**src/rtl/aes_dec_pkg.sv**
```systemverilog
// Shared AES decryption types, FSM encoding and the byte/column slicing helpers.
// Column c lives at [127-32c -: 32]; row r inside a column at [31-8r -: 8].
package aes_dec_pkg;

  localparam int AES_NB  = 4;
  localparam int STATE_W = 128;

  typedef logic [7:0]         byte_t;
  typedef logic [31:0]        col_t;
  typedef logic [STATE_W-1:0] state_t;

  typedef enum logic [1:0] {
    IDLE = 2'd0,
    BUSY = 2'd1,
    DONE = 2'd2
  } fsm_e;

  function automatic col_t get_col(input state_t s, input logic [1:0] c);
    case (c)
      2'd0:    return s[127:96];
      2'd1:    return s[95:64];
      2'd2:    return s[63:32];
      default: return s[31:0];
    endcase
  endfunction

  // Row r rotates right by r: shifted[r][c] = s[r][(c-r) mod 4].
  function automatic state_t inv_shift_rows(input state_t s);
    state_t o;
    o = '0;
    for (int c = 0; c < AES_NB; c++) begin
      for (int r = 0; r < AES_NB; r++) begin
        o[127 - 32*c - 8*r -: 8] = s[127 - 32*((c - r + AES_NB) % AES_NB) - 8*r -: 8];
      end
    end
    return o;
  endfunction

endpackage

```
**src/rtl/aes_inv_sbox.sv**
```systemverilog
// Combinational AES inverse S-box (FIPS-197 table), one byte in, one byte out.
module aes_inv_sbox
  import aes_dec_pkg::*;
(
  input  byte_t in_byte,
  output byte_t out_byte
);

  // Entry for input x sits at bits [2047-8x -: 8].
  localparam logic [2047:0] INV_SBOX = {
    128'h52096ad53036a538bf40a39e81f3d7fb,
    128'h7ce339829b2fff87348e4344c4dee9cb,
    128'h547b9432a6c2233dee4c950b42fac34e,
    128'h082ea16628d924b2765ba2496d8bd125,
    128'h72f8f66486689816d4a45ccc5d65b692,
    128'h6c704850fdedb9da5e154657a78d9d84,
    128'h90d8ab008cbcd30af7e45805b8b34506,
    128'hd02c1e8fca3f0f02c1afbd0301138a6b,
    128'h3a9111414f67dcea97f2cfcef0b4e673,
    128'h96ac7422e7ad3585e2f937e81c75df6e,
    128'h47f11a711d29c5896fb7620eaa18be1b,
    128'hfc563e4bc6d279209adbc0fe78cd5af4,
    128'h1fdda8338807c731b11210592780ec5f,
    128'h60517fa919b54a0d2de57a9f93c99cef,
    128'ha0e03b4dae2af5b0c8ebbb3c83539961,
    128'h172b047eba77d626e169146355210c7d
  };

  assign out_byte = INV_SBOX[2047 - 8*int'(in_byte) -: 8];

endmodule

```
**src/rtl/aes_inv_sub_add_round.sv**
```systemverilog
// Iterative InvShiftRows + InvSubBytes + AddRoundKey, one column per cycle
// through four shared inverse S-boxes, feeding Inverse_Mix_column.
module aes_inv_sub_add_round
  import aes_dec_pkg::*;
(
  input  logic         clk,
  input  logic         rst,
  input  logic         in_valid,
  output logic         in_ready,
  input  logic [127:0] state_in,
  input  logic [127:0] round_key,
  input  logic         in_last,
  output logic         out_valid,
  input  logic         out_ready,
  output logic [127:0] state_out,
  output logic         out_last
);

  fsm_e       fsm_r;
  logic [1:0] col_r;
  state_t     shifted_r;
  state_t     key_r;
  logic       last_r;
  state_t     out_r;
  logic       out_valid_r;
  logic       out_last_r;

  col_t cur_col_s;
  col_t sb_col_s;
  col_t new_col_s;

  assign cur_col_s = get_col(shifted_r, col_r);

  for (genvar i = 0; i < AES_NB; i++) begin : g_sbox
    aes_inv_sbox u_inv_sbox (
      .in_byte  (cur_col_s[31 - 8*i -: 8]),
      .out_byte (sb_col_s[31 - 8*i -: 8])
    );
  end

  assign new_col_s = sb_col_s ^ get_col(key_r, col_r);

  // Gated by rst so nothing is accepted in a reset cycle, even before the first edge.
  assign in_ready  = (fsm_r == IDLE) && !rst;
  assign out_valid = out_valid_r;
  assign state_out = out_r;
  assign out_last  = out_last_r;

  // Handshake FSM, capture registers, column walk and output register.
  always_ff @(posedge clk) begin
    if (rst) begin
      fsm_r       <= IDLE;
      col_r       <= 2'd0;
      shifted_r   <= '0;
      key_r       <= '0;
      last_r      <= 1'b0;
      out_r       <= '0;
      out_valid_r <= 1'b0;
      out_last_r  <= 1'b0;
    end else begin
      case (fsm_r)
        IDLE: begin
          if (in_valid) begin
            shifted_r <= inv_shift_rows(state_in);
            key_r     <= round_key;
            last_r    <= in_last;
            col_r     <= 2'd0;
            fsm_r     <= BUSY;
          end
        end
        BUSY: begin
          case (col_r)
            2'd0:    out_r[127:96] <= new_col_s;
            2'd1:    out_r[95:64]  <= new_col_s;
            2'd2:    out_r[63:32]  <= new_col_s;
            default: out_r[31:0]   <= new_col_s;
          endcase
          col_r <= col_r + 2'd1;
          // The counter wrap 3->0 and the move to DONE happen on the same edge.
          if (col_r == 2'd3) begin
            fsm_r       <= DONE;
            out_valid_r <= 1'b1;
            out_last_r  <= last_r;
          end
        end
        DONE: begin
          if (out_ready) begin
            fsm_r       <= IDLE;
            out_valid_r <= 1'b0;
          end
        end
        default: begin
          fsm_r       <= IDLE;
          out_valid_r <= 1'b0;
        end
      endcase
    end
  end

endmodule

```
**config.mk**
```make
export PLATFORM = sky130hd
export DESIGN_NAME = aes_inv_sub_add_round
export DESIGN_NICKNAME = d
export VERILOG_FILES = /design/src/rtl/aes_dec_pkg.sv /design/src/rtl/aes_inv_sbox.sv /design/src/rtl/aes_inv_sub_add_round.sv
export SDC_FILE = /design/constraint.sdc
export NUM_CORES = 2
export LEC_CHECK = 0
export ABC_CLOCK_PERIOD_IN_PS = 5400
export CAP_MARGIN = 30
export CORE_UTILIZATION = 32
export CTS_CLUSTER_SIZE = 16
export DETAILED_ROUTE_END_ITERATION = 8
export DONT_BUFFER_PORTS = 1
export HOLD_SLACK_MARGIN = 0.08
export PLACE_DENSITY_LB_ADDON = 0.15
export SYNTH_ARGS = -nofsm -noshare
export SYNTH_HDL_FRONTEND = slang
export SYNTH_SLANG_ARGS = --single-unit
```
**constraint.sdc**
```tcl
create_clock -name clk -period 5.4 [get_ports clk]
set_input_delay 1.08 -clock clk [delete_from_list [all_inputs] [get_ports clk]]
set_output_delay 1.08 -clock clk [all_outputs]
set_load 0.1 [all_outputs]
```
==> summary.txt <==
Floorplan
  – Die height: ~300 um
  – Row count: 111
  – Boundary Pins: 392
  – Core area: 0.0917 mm2
  – Initial Util: between 30% and 40%
  – Full die area: 0.0937 mm2
  – Die width: slightly above 300 um

Clocking
  – Clock Latency Late Sink: just under 700 ps
  – Total CTS buffers: 47
  – CTS clk-pin slew, worst paths: ~60 ps
  – Clk buf depth: 3
  – CTS Sinks: between 300 and 400
  – Max H-tree Level: 2
  – Root Buffer: clkbuf_16
  – TritonCTS clock tree: built

Yosys
  – Post-synthesis mux area share: 2.65%
  – Synthesized-area fraction occupied by adder cells: 2.37%
  – Synth Area in XOR/XNOR: 1.39%
  – Simple-Gate Fraction of Synth Area: a little over a fifth
  – Ys async rst share: 0%
  – Mapped Cells: 4,223
  – Post-synth top area share: 26.5%
  – Sequential share of the synthesized area: 26.5%
  – Flops & latches, synth: 391
  – Post-synthesis compound-gate area fraction: approximately 39%
  – Synth Cell Area: 0.0296 mm2
  – Synth top area cells: dfxtp_1 (26%), nand2_1 (9.8%), a21oi_1 (8.9%)
  – Synth unique cells: 95
  – Main flop type after synthesis: dfxtp_1
  – Mean Syn Cell Area: about 7.0 um2
  – Yosys Warn Count: 0
  – Post-synth EDFFs: 0
  – Syn Nets: 4,540
  – Area leader, netlist: dfxtp_1
  – Largest family of logic cells by synthesized area: compound AO/OA/AOI/OAI gates

Drt
  – Post-route DRC violation count: 4
  – Vias: 36,600
  – Routed len/inst: 31.0 um
  – Pre-antenna DRT Iters: 9
  – Via density: 6.76
  – Final WL: about 170,000 um
  – Post-route ant nets: 0
  – Iter 0 DRT Violations: approximately 5,600

Layout
  – Post-route insts no fill: around 5,400
  – Fill cells: 9,783
  – Area grow syn2layout: 17.9%
  – Layout cells sized above 1: 12.4%
  – Most common cell after layout, fill and taps aside: nand2_1
  – NumNets Final: 4,501
  – Commonest cells after routing, fill and taps aside: nand2_1 (776), a21oi_1 (523), dfxtp_1 (391)

Setup path
  – CP delay by family, top: compound AO/OA/AOI/OAI gates
  – CP startpoint kind: flip-flop
  – CP Data Required Time: 5920 ps
  – Max FO, Critical Path: 21
  – R2r startpoint: col_r[0]
  – WP data arrival: 5600 ps
  – Critical path origin: col_r[0]
  – CP Capture Type: flip-flop
  – Worst R2R Setup Slack: 330 ps
  – Critical path buffers and inverters: 6
  – CP max stage cell: dfxtp_1
  – CP Cell Sequence: inv_1 -> ha_4 -> buf_4 -> a222oi_1 -> buf_4 -> mux2i_1 -> buf_4 -> ha_1 -> inv_1 -> o211ai_1 -> o21ai_0 -> a221oi_1 -> o21ai_0 -> nand4_1 -> o21ai_0 -> buf_4 -> xnor2_1 -> a21oi_1
  – Worst path most repeated cell: buf_4
  – WS Path Type: flip-flop to flip-flop
  – Critical Path Max Stage Delay: 480 ps

GRT
  – Vias in the first global route: 33,600
  – GRT met3 Usage: 7.80%
  – Largest net degree at the start of global routing: 286
  – Total grt overflow: 0
  – Total Routing Usage GR: 34.3%
  – Most Crowded Layer GR: met2
  – M1 GR Usage: ~47%
  – First-pass GRT wire length: 243,000 um
  – Antenna violations before repair: 4
  – Met2 usage: between 50% and 60%

Flow run
  – Maxcap violations: 0

Place
  – I/O Buffers: 0
  – Dpl cells: 5,314
  – RePlAce Congestion: 1.03
  – Detail Placement HPWL: roughly 120,000 um

Power and ir drop
  – Psw: 4.41 mW
  – Pint: 6.20 mW
  – Comb power frac: 36.5%
  – P_leak: 12.5 nW
  – Peak supply drop: 0.000238 V
  – Pwr per Cell Area: roughly 300 mW/mm2
  – Sequential share of power: 31.7%
  – Clock Power Share: about a third
  – Sw Share: 41.6%

Min path
  – Type of the worst min-delay path: flip-flop to flip-flop
  – Hold Crit Start: key_r[68]

STA
  – Hold WS: around 450 ps
  – Final-report setup violation count: 0
  – Fin. Hold Viols: 0
  – RSZ-0062 raised after global routing: false
  – Worst-margin pin slew: 1230 ps
  – Post-layout minimum cycle time: 5070 ps
  – Relative slew margins: 18.1%
  – Max frequency: 197 MHz
  – Fin. max-slew vios: 0
  – Worst-case clock skew: 47.4 ps
  – Setup TNS: 0 ps
  – Period Utilization, post-route: 94.0%

Status
  – Failing checks: DRC
  – Status: complete, but fails checks
## power groups by stage
stage / clock network [mW] / registers, mW / logic (mW)
2_1_floorplan: 0 / 3.46 / 2.11
3_3_place_gp: 0 / 3.52 / 3.60
3_5_place_dp: 0 / 3.42 / 3.70
4_1_cts: 3.44 / 3.36 / 3.71
5_1_grt: 3.55 / 3.37 / 4.02
6_report: 3.38 / 3.36 / 3.87
## final cells by class
| class | count | area (um2) | share of cell area, % |
|---|---|---|---|
| Multi-Input combinational cell | 3304 | 19800 | 56.9 |
| Sequential cell | 391 | 7830 | 22.4 |
| Timing Repair Buffer | 370 | 3810 | 10.9 |
| Tap cell | 1186 | 1480 | 4.26 |
| Clock buffer | 67 | 1360 | 3.90 |
| Clock inverter | 19 | 270 | 0.775 |
| Inverter | 70 | 270 | 0.775 |
| Antenna cell | 6 | 15.0 | 0.0431 |
## per-layer routing
layer  routed length [um]  vias to the layer above
met5                    0                        -
met4                 9190                        0
met3                17600                      601
met2                71700                     2547
met1                69500                    17600
li1                     -                    15900
## synth_stat cells, drive strengths merged, types with 23 or more instances
cell / instances
a21oi: 532
buf: 174
o221ai: 42
o311ai: 40
xnor2: 36
nor3: 98
o22ai: 28
a222oi: 55
nor2: 213
nand2: 777
dfxtp: 391
a22oi: 32
o31ai: 47
o211ai: 96
o21ai: 279
nand3: 149
a211oi: 143
a31oi: 72
nand4: 34
a311oi: 44
a221oi: 65
mux2i: 49
ha: 56
or3: 27
mux2: 25
clkbuf: 284
inv: 68
a311o: 23
## flip-flops by register name, summed over array words and instances (netlist names)
register,flops
key_r,128
shifted_r,128
state_out,128
col_r,2
fsm_r,2
last_r,1
out_last,1
out_valid,1
## stage by stage
stage	power (mW)	util (%)	setup slack, ps	area [um2]
5_1_grt	10.9	38.0	21.4	34900
2_1_floorplan	5.57	-	730	29600
4_1_cts	10.5	37.9	264	34800
6_report	10.6	38.0	326	34900
3_3_place_gp	7.12	34.7	276	31800
3_5_place_dp	7.12	36.2	277	33100
## final timing paths
| kind | cells after the start | endpoint |
|---|---|---|
| setup reg to reg | 18 | state_out[35] |
| hold reg to reg | 2 | key_r[68] |
| setup / recovery | 18 | state_out[35] |
| hold / removal | 2 | key_r[68] |
## worst min-delay path: cells and delay by family, from the launching register on
kind / cells / cell delay, ps
compound gates: 1 / 50
flops: 1 / 300
simple gates: 1 / 50
## kinds of logic after synthesis
logic type,Yosys count
AND/OR/NAND/NOR,1422
multiplexers,74
buffers and inverters,528
AO/OA/AOI/OAI,1706
adder cells (fa/ha/maj),56
flip-flops,391
XOR/XNOR,46
## repair_timing
| action | 4_1_cts | 5_1_grt |
|---|---|---|
| hold buffers | 0 | 0 |
| setup buffers | 0 | 0 |
| setup endpoints to repair | 0 | 3 |
| resized for setup | 0 | 1 |
(Power assumes the default switching activity.)
